==> src/rtl/mem_port_arbiter.sv <==
// Round-robin arbiter sharing one memory port between core, APB and SPI.
// Each grant runs a one-cycle command phase and, for reads, a response phase.
module mem_port_arbiter #(
    parameter int DATA_LENGTH    = 32,
    parameter int ADDRESS_LENGTH = 12
) (
    input  logic                      clk,
    input  logic                      rst,
    input  logic                      load_mode,
    output logic                      core_stall,
    input  logic                      core_req,
    input  logic                      core_wr,
    input  logic [ADDRESS_LENGTH-1:0] core_addr,
    input  logic [DATA_LENGTH-1:0]    core_wdata,
    input  logic [1:0]                core_len,
    output logic                      core_gnt,
    output logic                      core_rvalid,
    input  logic                      apb_req,
    input  logic                      apb_wr,
    input  logic [ADDRESS_LENGTH-1:0] apb_addr,
    input  logic [DATA_LENGTH-1:0]    apb_wdata,
    input  logic [1:0]                apb_len,
    output logic                      apb_gnt,
    output logic                      apb_rvalid,
    input  logic                      spi_req,
    input  logic                      spi_wr,
    input  logic [ADDRESS_LENGTH-1:0] spi_addr,
    input  logic [DATA_LENGTH-1:0]    spi_wdata,
    input  logic [1:0]                spi_len,
    output logic                      spi_gnt,
    output logic                      spi_rvalid,
    output logic [DATA_LENGTH-1:0]    rdata,
    output logic                      busy,
    output logic                      mem_en,
    output logic                      mem_wr_en,
    output logic                      mem_rd_en,
    output logic [ADDRESS_LENGTH-1:0] mem_address,
    output logic [DATA_LENGTH-1:0]    mem_data_in,
    output logic [1:0]                mem_data_length,
    input  logic [DATA_LENGTH-1:0]    mem_data_out
);

    typedef enum logic [1:0] {IDLE, ACCESS, RESP} state_t;
    typedef enum logic [1:0] {R_CORE, R_APB, R_SPI} req_id_t;

    state_t  state;
    state_t  state_nxt;
    req_id_t last_grant;
    req_id_t winner;

    logic [2:0] eff_req;
    logic       any_req;
    logic [2:0] win_oh;
    logic [2:0] owner_oh;
    logic [2:0] gnt_q;
    logic [2:0] rvalid_q;

    logic                      sel_wr;
    logic [ADDRESS_LENGTH-1:0] sel_addr;
    logic [DATA_LENGTH-1:0]    sel_wdata;
    logic [1:0]                sel_len;

    assign eff_req    = {spi_req, apb_req, core_req & ~load_mode};
    assign any_req    = |eff_req;
    assign core_stall = load_mode & core_req;
    assign busy       = (state != IDLE);

    // Search begins just after the last winner: core -> apb -> spi -> core.
    always_comb begin
        winner = R_CORE;
        unique case (last_grant)
            R_CORE: begin
                if (eff_req[1])      winner = R_APB;
                else if (eff_req[2]) winner = R_SPI;
                else                 winner = R_CORE;
            end
            R_APB: begin
                if (eff_req[2])      winner = R_SPI;
                else if (eff_req[0]) winner = R_CORE;
                else                 winner = R_APB;
            end
            default: begin
                if (eff_req[0])      winner = R_CORE;
                else if (eff_req[1]) winner = R_APB;
                else                 winner = R_SPI;
            end
        endcase
    end

    assign win_oh = {winner == R_SPI, winner == R_APB, winner == R_CORE};

    always_comb begin
        sel_wr    = core_wr;
        sel_addr  = core_addr;
        sel_wdata = core_wdata;
        sel_len   = core_len;
        unique case (winner)
            R_APB: begin
                sel_wr    = apb_wr;
                sel_addr  = apb_addr;
                sel_wdata = apb_wdata;
                sel_len   = apb_len;
            end
            R_SPI: begin
                sel_wr    = spi_wr;
                sel_addr  = spi_addr;
                sel_wdata = spi_wdata;
                sel_len   = spi_len;
            end
            default: begin
                sel_wr    = core_wr;
                sel_addr  = core_addr;
                sel_wdata = core_wdata;
                sel_len   = core_len;
            end
        endcase
    end

    always_ff @(posedge clk) begin
        if (rst) state <= IDLE;
        else     state <= state_nxt;
    end

    always_comb begin
        state_nxt = state;
        unique case (state)
            IDLE:    state_nxt = any_req ? ACCESS : IDLE;
            ACCESS:  state_nxt = mem_wr_en ? IDLE : RESP;
            RESP:    state_nxt = IDLE;
            default: state_nxt = IDLE;
        endcase
    end

    // The memory command registers double as the latched request.
    always_ff @(posedge clk) begin
        if (rst) begin
            last_grant      <= R_SPI;
            owner_oh        <= 3'b000;
            gnt_q           <= 3'b000;
            rvalid_q        <= 3'b000;
            rdata           <= '0;
            mem_en          <= 1'b0;
            mem_wr_en       <= 1'b0;
            mem_rd_en       <= 1'b0;
            mem_address     <= '0;
            mem_data_in     <= '0;
            mem_data_length <= 2'b00;
        end else begin
            gnt_q     <= 3'b000;
            rvalid_q  <= 3'b000;
            mem_en    <= 1'b0;
            mem_wr_en <= 1'b0;
            mem_rd_en <= 1'b0;
            unique case (state)
                IDLE: begin
                    if (any_req) begin
                        last_grant      <= winner;
                        owner_oh        <= win_oh;
                        gnt_q           <= win_oh;
                        mem_en          <= 1'b1;
                        mem_wr_en       <= sel_wr;
                        mem_rd_en       <= ~sel_wr;
                        mem_address     <= sel_addr;
                        mem_data_in     <= sel_wdata;
                        mem_data_length <= sel_len;
                    end
                end
                RESP: begin
                    rdata    <= mem_data_out;
                    rvalid_q <= owner_oh;
                end
                default: begin
                end
            endcase
        end
    end

    assign core_gnt    = gnt_q[0];
    assign apb_gnt     = gnt_q[1];
    assign spi_gnt     = gnt_q[2];
    assign core_rvalid = rvalid_q[0];
    assign apb_rvalid  = rvalid_q[1];
    assign spi_rvalid  = rvalid_q[2];

endmodule

==> config.mk <==
export PLATFORM = sky130hd
export DESIGN_NAME = mem_port_arbiter
export DESIGN_NICKNAME = d
export VERILOG_FILES = /design/src/rtl/mem_port_arbiter.sv
export SDC_FILE = /design/constraint.sdc
export NUM_CORES = 1
export LEC_CHECK = 0
export CAP_MARGIN = 20
export CORE_MARGIN = 2
export CORE_UTILIZATION = 39
export CTS_CLUSTER_SIZE = 14
export DETAILED_ROUTE_END_ITERATION = 16
export PLACE_DENSITY = 0.95
export SLEW_MARGIN = 10
export SYNTH_ARGS = -nofsm -noshare
export SYNTH_HDL_FRONTEND = slang
export SYNTH_SLANG_ARGS = --single-unit
==> constraint.sdc <==
create_clock -name clk -period 4.1 [get_ports clk]
set_clock_uncertainty 0.15 [all_clocks]
set_input_delay 1.23 -clock clk [delete_from_list [all_inputs] [get_ports clk]]
set_output_delay 1.23 -clock clk [all_outputs]
set_load 0.03 [all_outputs]
==> results_dict.tcl <==
set metrics [dict create \
    worst-path-max-fanout 2 \
    synth_cell_types 27 \
    numCtsBuffers 9 \
    post-route-min-period_ps 3865 \
    htreeDepth 3 \
    seq_area_frac_synth 0.4552 \
    clock_latency_ps 340 \
    vdd.ir_drop.worst_mv 0.2071 \
    synth_nets 703 \
    start_util 0.4004 \
    placementRows 37 \
    grt_max_degree 51 \
    port_buffers 267 \
    cap_violations 0 \
    via_count 4711 \
    crit_chain "clkdlybuf4s50_1 > and2_1 > clkdlybuf4s50_1" \
    drtPass1Iterations 4 \
    final_cell_area_um2 7128 \
    wl_per_cell_um 15.78 \
    required_ps 2720 \
    ctsResizeCount 0 \
    synthXorXnorAreaFrac 0 \
    grtUsageTotal 0.2429 \
    synthMuxAreaShare 0.002421 \
    drc_errors 0 \
    cts-root-buf "clkbuf_8" \
    clk_pin_slew_ps 90 \
    synth_top_family_by_area "compound AO/OA/AOI/OAI gates" \
    syn2layout_area_growth_pct 72.43 \
    synth_simple_gate_area_frac 0.1822 \
    cts_hold_buffers 0 \
    ys.flop_type "dfxtp_1" \
    cp-end-kind "output pin" \
    nNetsFinal 943 \
    ant_nets 0 \
    crit_family "buffers and inverters" \
    grt.overflow.total 0 \
    pin_count 268 \
    power.density_nw_per_um2 416.4 \
    cp-start-kind "input pin" \
    slowest_delay_ps 670 \
    tightest_slew_ps 1034 \
    dpl.hpwl_mm 10.68 \
    fp.dieW_um 107.0 \
    synth_area_um2 4134 \
    cts_sinks 94 \
    routed_wl_mm 14.22 \
    critical_path_class "in2out" \
    timing.max_slew.rel_slack 0.3104 \
    synthArstFlopShare 0 \
    finalSetupViolCount 0 \
    path_buf_inv 2 \
    yosysWarnings 0 \
    first_global_vias 4752 \
    p_leak_uw 0.002557 \
    layout-drive-gt1-share 0.04575 \
    synth-adder-area-share 0.01211 \
    syn_inst 520 \
    clock_path_buffers 2 \
    max_freq_ghz 0.2587 \
    core_um2 10320 \
    crit_slowest_cell "clkdlybuf4s50_1" \
    antenna_found_initial 0 \
    cts_setup_buffers 0 \
    rsz0062_at_grt "no" \
    slew_violations 0 \
    die_area_um2 11440 \
    avgSynthCellArea_um2 7.950 \
    first_iter_violations 258 \
    grt_pass1_wl_mm 22.31 \
    yosys_register_bits 94 \
    cts_tree "yes" \
    synth-edff-count 0 \
    crit_path_frequent_cell "clkdlybuf4s50_1" \
    tns_ps 0 \
    antenna_cells 0 \
    placed_area_um2 6868 \
    hold_viol 0 \
    place.gp.congestion 0.8737 \
    period_share 0.9427 \
    status "completed" \
    timing.hold.ws_ps 294.0 \
    hold_path_class "reg2reg" \
    detail_route.vias_per_cell 5.229 \
    synth_compound_area_frac 0.2806 \
    cp.arrival_ps 2480 \
    die_h_um 107.0 \
]
-- per-stage QoR --
step | setup slack (ps) | power, µW | util | cells
floorplan | 912.6 | 1740 | - | 520
global placement | 195.9 | 2196 | 0.6653 | 884
detailed placement | -41.57 | 2244 | 0.6653 | 884
CTS | 234.8 | 2978 | 0.6888 | 900
global route | 93.87 | 3110 | 0.6905 | 901
finish | 235.1 | 2968 | 0.6905 | 901
-- report_power, final --
group | internal [µW] | switching [µW] | total (µW) | leakage [µW]
logic | 523 | 629 | 1150 | 0.00167
registers | 1020 | 55.5 | 1080 | 0.000770
clock network | 410 | 331 | 741 | 0.000117
-- cell type report --
cell class	count	area (µm²)
Sequential cell	94	1882
Multi-Input combinational cell	372	1994
Fill cell	748	3196
Tap cell	136	170.2
Inverter	5	18.77
Clock buffer	10	127.6
Clock inverter	6	115.1
Timing Repair Buffer	278	2820
-- cell usage in the layout (no fill, tap or decap), types with 2 or more instances in the layout --
| cell | n |
|---|---|
| clkdlybuf4s50_1 | 266 |
| nand2_1 | 162 |
| dfxtp_1 | 94 |
| a21oi_1 | 82 |
| a22oi_1 | 47 |
| o211ai_1 | 46 |
| clkbuf_8 | 9 |
| inv_1 | 5 |
| nor2_1 | 5 |
| and2_1 | 5 |
| buf_12 | 5 |
| buf_4 | 5 |
| nand2b_1 | 4 |
| nor3b_1 | 3 |
| ha_2 | 3 |
| bufinv_16 | 3 |
| nor2b_1 | 2 |
| inv_6 | 2 |
-- routing by layer --
layer,up-vias,GRT usage,share of wire
met4,0,0.08071,0.021
met3,26,0.05836,0.076
li1,2285,-,-
met5,-,0,0
met1,2184,0.2634,0.38
met2,216,0.4591,0.52
-- worst reg2reg max path, cell delays in order (launching register included) --
cell and delay [ps]:
dfxtp_1 380, nand2b_1 60, o21ai_0 170, mux2i_1 120
inv_1 80, ha_2 870, a22oi_1 240, nand2_1 140
o211ai_1 110, a21oi_1 140
-- final timing paths --
kind | start | endpoint | slack (ps) | cells past startpoint
setup reg to reg | last_grant[0] | mem_address[9] | 1580 | 9
setup / recovery | load_mode | core_stall | 240 | 3
hold reg to reg | mem_wr_en | state[1] | 290 | 1
hold / removal | mem_wr_en | state[1] | 290 | 1
-- logic make-up after synthesis --
| family | count (synthesis) |
|---|---|
| mux | 1 |
| fa+ha+maj | 4 |
| flops | 94 |
| buf+inv | 54 |
| simple gates | 186 |
| compound gates | 181 |
-- flip-flops by register name, indices dropped and copies added (netlist names), 2 cells and up --
register,cells
rdata,32
mem_address,12
last_grant,2
owner_oh,3
state,2
gnt_q,3
rvalid_q,3
mem_data_in,32
mem_data_length,2
-- synthesized netlist by cell type, drive strengths merged, types with 2 or more instances --
| cell | number | area share |
|---|---|---|
| a22oi | 47 | 0.085 |
| a21oi | 82 | 0.099 |
| o211ai | 46 | 0.084 |
| o21ai | 2 | 0.0033 |
| dfxtp | 94 | 0.46 |
| clkbuf | 24 | 0.022 |
| buf | 25 | 0.041 |
| nor3b | 3 | 0.0054 |
| nand2 | 162 | 0.15 |
| nor2b | 3 | 0.0045 |
| nor2 | 5 | 0.0045 |
| nand2b | 5 | 0.0076 |
| ha | 4 | 0.012 |
| inv | 5 | 0.0045 |
| and2 | 5 | 0.0076 |
(Power assumes the default switching activity.)
